File: src/rtl/mod_addseq_if.sv
// mod_addseq_if: command, operand-fetch, adder and result signals of the
// half-precision add sequencer.
//   slave  : the sequencer itself (mod_addseq)
//   master : whatever drives the sequencer (fetch logic, adder, bench)
interface mod_addseq_if #(
  parameter int CNT_W = 8
);
  // command
  logic             in_Start;
  logic [CNT_W-1:0] in_Count;
  // upstream operand source
  logic             out_Req;
  logic [15:0]      in_Data;
  logic             in_Valid;
  // shared adder
  logic [15:0]      out_AddA;
  logic [15:0]      out_AddB;
  logic             out_AddEn;
  logic [15:0]      in_AddSum;
  logic             in_AddReady;
  // result / status
  logic [15:0]      out_Sum;
  logic             out_Done;
  logic             out_Busy;
  logic             out_Err;

  modport slave (
    input  in_Start, in_Count, in_Data, in_Valid, in_AddSum, in_AddReady,
    output out_Req, out_AddA, out_AddB, out_AddEn, out_Sum, out_Done,
           out_Busy, out_Err
  );

  modport master (
    output in_Start, in_Count, in_Data, in_Valid, in_AddSum, in_AddReady,
    input  out_Req, out_AddA, out_AddB, out_AddEn, out_Sum, out_Done,
           out_Busy, out_Err
  );
endinterface

File: src/rtl/mod_addseq.sv
// mod_addseq: issue/collect driver for the shared half-precision adder.
// On a start strobe it pulls in_Count operands from upstream one at a time,
// feeds each to the adder together with the running sum (starting at +0.0),
// and returns the final sum with a one-cycle done pulse. No floating-point
// arithmetic happens here; the adder does all of it.
//
// Optional watchdog: define ADDSEQ_TIMEOUT_EN to abort a run when the adder
// does not answer within TIMEOUT cycles of WAIT. The run then finishes with
// out_Err set and the partial sum on out_Sum. Without the macro WAIT waits
// forever and out_Err is tied low.
module mod_addseq #(
  parameter int CNT_W   = 8,
  parameter int TIMEOUT = 16
) (
  input  logic        clk,
  input  logic        rst,
  mod_addseq_if.slave bus
);

  typedef enum logic [2:0] {
    S_IDLE,
    S_FETCH,
    S_ISSUE,
    S_WAIT,
    S_DONE
  } state_t;

  state_t           r_state;
  state_t           w_state_next;
  logic [CNT_W-1:0] r_cnt;
  logic [CNT_W-1:0] w_cnt_next;
  logic [15:0]      r_acc;
  logic [15:0]      w_acc_next;
  logic [15:0]      r_add_a;
  logic [15:0]      w_add_a_next;
  logic [15:0]      r_add_b;
  logic [15:0]      w_add_b_next;
  logic [15:0]      r_sum;
  logic [15:0]      w_sum_next;
  logic             w_start_ok;
  logic             w_timeout;

  // a start strobe only counts while idle
  assign w_start_ok = (r_state == S_IDLE) && bus.in_Start;

`ifdef ADDSEQ_TIMEOUT_EN
  localparam int WD_W = (TIMEOUT > 1) ? $clog2(TIMEOUT) : 1;

  logic [WD_W-1:0] r_wd;
  logic            r_err;

  // the adder gets TIMEOUT cycles of WAIT; the last one without ready aborts
  assign w_timeout = (r_state == S_WAIT) && !bus.in_AddReady &&
                     (r_wd == WD_W'(TIMEOUT - 1));

  // watchdog: cycles spent in the current WAIT visit, restarted outside WAIT
  always_ff @(posedge clk or posedge rst) begin
    if (rst) begin
      r_wd <= '0;
    end else if (r_state == S_WAIT) begin
      r_wd <= r_wd + WD_W'(1);
    end else begin
      r_wd <= '0;
    end
  end

  // sticky error flag, cleared only by the next accepted start
  always_ff @(posedge clk or posedge rst) begin
    if (rst) begin
      r_err <= 1'b0;
    end else if (w_start_ok) begin
      r_err <= 1'b0;
    end else if (w_timeout) begin
      r_err <= 1'b1;
    end
  end

  assign bus.out_Err = r_err;
`else
  logic w_unused_timeout;

  // no watchdog in this build: WAIT waits for the adder indefinitely
  assign w_timeout        = 1'b0;
  assign w_unused_timeout = |TIMEOUT;
  assign bus.out_Err      = 1'b0;
`endif

  // state and datapath registers
  always_ff @(posedge clk or posedge rst) begin
    if (rst) begin
      r_state <= S_IDLE;
      r_cnt   <= '0;
      r_acc   <= '0;
      r_add_a <= '0;
      r_add_b <= '0;
      r_sum   <= '0;
    end else begin
      r_state <= w_state_next;
      r_cnt   <= w_cnt_next;
      r_acc   <= w_acc_next;
      r_add_a <= w_add_a_next;
      r_add_b <= w_add_b_next;
      r_sum   <= w_sum_next;
    end
  end

  // next-state and datapath updates; everything holds unless a state moves it
  always_comb begin
    w_state_next = r_state;
    w_cnt_next   = r_cnt;
    w_acc_next   = r_acc;
    w_add_a_next = r_add_a;
    w_add_b_next = r_add_b;
    w_sum_next   = r_sum;

    case (r_state)
      S_IDLE: begin
        if (bus.in_Start) begin
          w_cnt_next = bus.in_Count;
          w_acc_next = '0;
          if (bus.in_Count == '0) begin
            // empty run: the result is +0.0 straight away
            w_sum_next   = '0;
            w_state_next = S_DONE;
          end else begin
            w_state_next = S_FETCH;
          end
        end
      end

      S_FETCH: begin
        // exactly one operand per visit; leaving FETCH drops out_Req, so a
        // held in_Valid cannot be consumed twice
        if (bus.in_Valid) begin
          w_add_a_next = r_acc;
          w_add_b_next = bus.in_Data;
          w_state_next = S_ISSUE;
        end
      end

      S_ISSUE: begin
        // any ready seen here belongs to an older request and is ignored
        w_state_next = S_WAIT;
      end

      S_WAIT: begin
        if (bus.in_AddReady) begin
          w_acc_next = bus.in_AddSum;
          w_cnt_next = r_cnt - CNT_W'(1);
          if (w_cnt_next == '0) begin
            // publish the sum as DONE is entered so it is valid with out_Done
            w_sum_next   = bus.in_AddSum;
            w_state_next = S_DONE;
          end else begin
            w_state_next = S_FETCH;
          end
        end else if (w_timeout) begin
          // abort: report whatever has been accumulated so far
          w_sum_next   = r_acc;
          w_state_next = S_DONE;
        end
      end

      S_DONE: begin
        w_state_next = S_IDLE;
      end

      default: begin
        w_state_next = S_IDLE;
      end
    endcase
  end

  // handshake strobes are decoded straight from the state register
  assign bus.out_Req   = (r_state == S_FETCH);
  assign bus.out_AddEn = (r_state == S_ISSUE);
  assign bus.out_Done  = (r_state == S_DONE);
  assign bus.out_Busy  = (r_state != S_IDLE);
  assign bus.out_AddA  = r_add_a;
  assign bus.out_AddB  = r_add_b;
  assign bus.out_Sum   = r_sum;

endmodule

File: src/flat_wrapper.sv
// flat-port wrapper written by rule: the top's interface ports become plain ports
module mod_addseq_flat 
#(
  parameter int CNT_W   = 8,
  parameter int TIMEOUT = 16
)
  (clk, rst, bus_in_Start, bus_in_Count, bus_in_Data, bus_in_Valid, bus_in_AddSum, bus_in_AddReady, bus_out_Req, bus_out_AddA, bus_out_AddB, bus_out_AddEn, bus_out_Sum, bus_out_Done, bus_out_Busy, bus_out_Err);
  mod_addseq_if #(.CNT_W(CNT_W)) bus_i ();
  input  logic clk;
  input  logic rst;
  input wire logic [$bits(bus_i.in_Start)-1:0] bus_in_Start;
  input wire logic [$bits(bus_i.in_Count)-1:0] bus_in_Count;
  input wire logic [$bits(bus_i.in_Data)-1:0] bus_in_Data;
  input wire logic [$bits(bus_i.in_Valid)-1:0] bus_in_Valid;
  input wire logic [$bits(bus_i.in_AddSum)-1:0] bus_in_AddSum;
  input wire logic [$bits(bus_i.in_AddReady)-1:0] bus_in_AddReady;
  output wire logic [$bits(bus_i.out_Req)-1:0] bus_out_Req;
  output wire logic [$bits(bus_i.out_AddA)-1:0] bus_out_AddA;
  output wire logic [$bits(bus_i.out_AddB)-1:0] bus_out_AddB;
  output wire logic [$bits(bus_i.out_AddEn)-1:0] bus_out_AddEn;
  output wire logic [$bits(bus_i.out_Sum)-1:0] bus_out_Sum;
  output wire logic [$bits(bus_i.out_Done)-1:0] bus_out_Done;
  output wire logic [$bits(bus_i.out_Busy)-1:0] bus_out_Busy;
  output wire logic [$bits(bus_i.out_Err)-1:0] bus_out_Err;
  assign bus_i.in_Start = bus_in_Start;
  assign bus_i.in_Count = bus_in_Count;
  assign bus_i.in_Data = bus_in_Data;
  assign bus_i.in_Valid = bus_in_Valid;
  assign bus_i.in_AddSum = bus_in_AddSum;
  assign bus_i.in_AddReady = bus_in_AddReady;
  assign bus_out_Req = bus_i.out_Req;
  assign bus_out_AddA = bus_i.out_AddA;
  assign bus_out_AddB = bus_i.out_AddB;
  assign bus_out_AddEn = bus_i.out_AddEn;
  assign bus_out_Sum = bus_i.out_Sum;
  assign bus_out_Done = bus_i.out_Done;
  assign bus_out_Busy = bus_i.out_Busy;
  assign bus_out_Err = bus_i.out_Err;
  mod_addseq #(.CNT_W(CNT_W), .TIMEOUT(TIMEOUT)) u_core (.clk(clk), .rst(rst), .bus(bus_i));
endmodule
File: config.mk
export PLATFORM = sky130hd
export DESIGN_NAME = mod_addseq_flat
export DESIGN_NICKNAME = d
export VERILOG_FILES = /design/src/rtl/mod_addseq_if.sv /design/src/rtl/mod_addseq.sv /design/src/flat_wrapper.sv
export SDC_FILE = /design/constraint.sdc
export NUM_CORES = 1
export LEC_CHECK = 0
export CELL_PAD_IN_SITES_DETAIL_PLACEMENT = 1
export CELL_PAD_IN_SITES_GLOBAL_PLACEMENT = 2
export CORE_MARGIN = 2
export CORE_UTILIZATION = 32
export CTS_CLUSTER_DIAMETER = 60
export CTS_CLUSTER_SIZE = 14
export DETAILED_ROUTE_END_ITERATION = 8
export PLACE_DENSITY_LB_ADDON = 0.1
export SLEW_MARGIN = 20
export SYNTH_ARGS = -nofsm -noshare
export SYNTH_HDL_FRONTEND = slang
export SYNTH_SLANG_ARGS = --single-unit
File: constraint.sdc
create_clock -name clk -period 4.4 [get_ports clk]
set_input_delay 0.44 -clock clk [delete_from_list [all_inputs] [get_ports clk]]
set_output_delay 0.44 -clock clk [all_outputs]
set_load 0.01 [all_outputs]
==> key figures <==
Route
  – Final WL: 7960 um
  – Starting DRT DRC Count: just over 60
  – Post-DRT Antenna Nets: 0
  – Via count: about 2400
  – Wirelength per Cell: between 15 and 20 um
  – First-pass DRT Iterations: 4
  – Average vias per placed instance: just under 5
  – Post-route DRC: 0

Worst setup path
  – Critical Path RT: ~4000 ps
  – CP endpoint kind: primary output
  – WS Path Type: reg -> out
  – Worst path depth: 4
  – R2R depth: 7
  – Crit-path cells: or2_2 -> nor2_1 -> inv_1 -> clkdlybuf4s50_1
  – Worst Path Buf+Inv: 2
  – CP Launch Type: flop
  – CP max stage delay: approximately 490 ps
  – CP max FO: 10
  – Crit-path slowest cell: dfrtp_1
  – CP top delay family: simple AND/OR/NAND/NOR gates
  – CP arrival: ~2000 ps

Placement
  – Placement Cell Area: between 4000 and 5000 sq um
  – Detailed placement HPWL: 5480 um
  – Pre-CTS setup slack: ~1600 ps
  – Dpl cells: around 470
  – Placer congestion estimate: about 0.75
  – Port Buffers: 96

Clock tree
  – CTS tree: yes
  – Post-CTS Setup Bufs: 0
  – Reg clk slew, reported paths: roughly 80 ps
  – Clk buf depth: 2
  – Root Driver: clkbuf_8
  – H-tree depth: 3
  – Clock Latency Late Sink: about 340 ps
  – CTS resizes: 0
  – Clock sinks: 75
  – CTS Buf Count: 9
  – CTS Hold Bufs: 0

Yosys
  – Synth Register Bits: 75
  – Main flop type after synthesis: dfrtp_1
  – Synth Instances: 250
  – EDFF count, synth: 0
  – Number of distinct library cells after synthesis: 40
  – Sequential area share after synthesis: 0.593
  – Synthesized cell area: approximately 3200 sq um
  – Mean cell area of the mapped netlist: ~13 sq um
  – Post-synth net total: around 300
  – Yosys warnings: 0
  – Synth async-reset ratio: 1.00

Pwr
  – Comb power frac: 0.384
  – Sw Share: 0.326
  – Design Power: 2.86 mW
  – NetSw: roughly 0.93 mW
  – Cell area power density: about 640 nW/um^2
  – Internal: 1.93 mW
  – Clock group share of total power: 0.224
  – Leak pwr: 1.92 nW
  – Flop pwr share: 0.392
  – Max IR drop VDD: approximately 0.27 mV

Timing
  – Setup TNS: 0 ps
  – Setup ws final: a little under 2000 ps
  – Max_slew headroom: 0.350
  – Max Slew Vio Count: 0
  – Final setup viols: 0
  – Period utilization: 0.553
  – Fin. Hold Viols: 0
  – RSZ-0062 raised after global routing: no
  – Final min period: ~2400 ps
  – Clock skew: between 8 and 9 ps
  – Fmax: approximately 400 MHz
  – Slew @ Worst Pin: roughly 970 ps

Global route
  – Vias in the first global route: approximately 2400
  – GR Layer Usage met1: 0.221
  – M2 GR Usage: 0.238
  – M3 GR Usage: 0.0417
  – First-pass GRT wire length: ~13000 um
  – Initial antenna violation count: 0
  – Congestion Overflow GR: 0
  – Total track usage: 0.156
  – Top Usage Layer GRT: met2
  – Largest net degree at the start of global routing: 47

Finish
  – Commonest non-fill, non-tap cell in the layout: clkdlybuf4s50_1
  – Post-layout nets: approximately 390
  – Share of cells above drive strength 1: 0.175
  – Layout area overhead: 41.7%
  – Post-Layout Cell Count: roughly 480
  – Final Cell Area: about 4500 sq um
  – Ant. Diodes: 0
  – Commonest non-fill, non-tap cells in the layout: 96 x clkdlybuf4s50_1, 75 x dfrtp_1, 32 x a22o_1, 32 x mux2_2, 15 x nor2_1

Floorplanning
  – # rows: 36
  – Die area: 10700 sq um
  – I/O Pins: 98
  – Horiz. Die Dim: a little over 100 um
  – Die Ht: between 100 and 150 um
  – Core area: about 9700 sq um
  – Starting Density: 0.327

Hold path
  – HP Class: reg -> reg
  – Worst Hold Path Cells: 1

Status
  – Status: completed

Job
  – Maxcap violations: 0
==> synth_stat cells (2+ instances only) <==
cell type  instances  area share
nand2_1           10       0.012
nor3_1             2      0.0032
inv_1              6      0.0071
ha_1               2      0.0079
o21ai_0           11       0.017
and2_1             2      0.0040
dfrtp_1           75        0.59
buf_6              2      0.0071
and3_1             2      0.0040
or4_4              2      0.0071
xnor2_1            2      0.0055
clkbuf_1           7      0.0083
buf_4              2      0.0047
mux2_2            32        0.11
a22o_1            32       0.089
nor3b_1            2      0.0047
o22a_1             2      0.0055
a21oi_1           12       0.019
nor4_2             2      0.0079
nor2_1            16       0.019
nor2b_1            2      0.0040
buf_2              5      0.0079
nor4_1             3      0.0059
==> state kept, by name, indices dropped and copies added (netlist names) <==
register,flops
u_core.r_state,3
u_core.bus.out_Sum,16
u_core.r_cnt,8
u_core.bus.out_AddB,16
u_core.r_acc,16
u_core.bus.out_AddA,16
==> path summary, 6_finish.rpt <==
path	from	end	slack (ps)
max	u_core.r_state[0]	bus_out_Busy	1970
min	u_core.r_acc[1]	u_core.r_acc[1]	500
max reg2reg	u_core.r_state[2]	u_core.bus.out_Sum[13]	1970
min reg2reg	u_core.r_acc[1]	u_core.r_acc[1]	500
max in group asynchronous	rst	u_core.r_cnt[0]	2990
min in group asynchronous	rst	u_core.bus.out_AddA[8]	530
==> power by group through the flow <==
stage | Clock (mW) | Combinational [mW] | Sequential, mW
after floorplan | 0 | 0.599 | 1.14
after global placement | 0 | 1.09 | 1.13
after detailed placement | 0 | 1.11 | 1.14
after CTS | 0.660 | 1.12 | 1.12
after global routing | 0.689 | 1.22 | 1.16
final | 0.640 | 1.10 | 1.12
==> worst reg2reg max path: cells and delay by family, from the launching register on <==
kind | cells | cell delay, ps
simple gates | 1 | 240
compound gates | 4 | 1060
buf+inv | 2 | 540
flops | 1 | 530
==> cells by family (layout without fill, tap and decap cells) <==
| logic type | Yosys count | in the layout | synth area share |
|---|---|---|---|
| flip-flops | 75 | 75 | 0.593 |
| AO/OA/AOI/OAI | 64 | 64 | 0.149 |
| AND/OR/NAND/NOR | 51 | 51 | 0.0909 |
| multiplexers | 32 | 32 | 0.114 |
| buffers and inverters | 22 | 121 | 0.0352 |
| XOR/XNOR | 3 | 3 | 0.00831 |
| adder cells (fa/ha/maj) | 2 | 2 | 0.00791 |
| other | 1 | 1 | 0.00119 |
==> layout make-up <==
cell class / instances / area [sq um]
multi-input combinational: 153 / 1190
clock inverter: 6 / 113
fill: 1038 / 5200
timing repair buffer: 99 / 983
clock buffer: 10 / 128
inverter: 6 / 23.8
tap: 133 / 166
sequential: 75 / 1880
==> routing by layer <==
| layer | vias to the layer above | share of wire |
|---|---|---|
| li1 | 1097 | - |
| met1 | 1190 | 0.48 |
| met2 | 66 | 0.46 |
| met3 | 10 | 0.048 |
| met4 | 0 | 0.011 |
| met5 | - | 0 |
==> per-stage QoR <==
step	utilization	hold slack (ps)
3_3_place_gp	0.438	478
2_1_floorplan	-	460
3_5_place_dp	0.438	481
6_report	0.463	503
4_1_cts	0.463	503
5_1_grt	0.463	521
No activity file was read; power rests on OpenSTA's default activity.
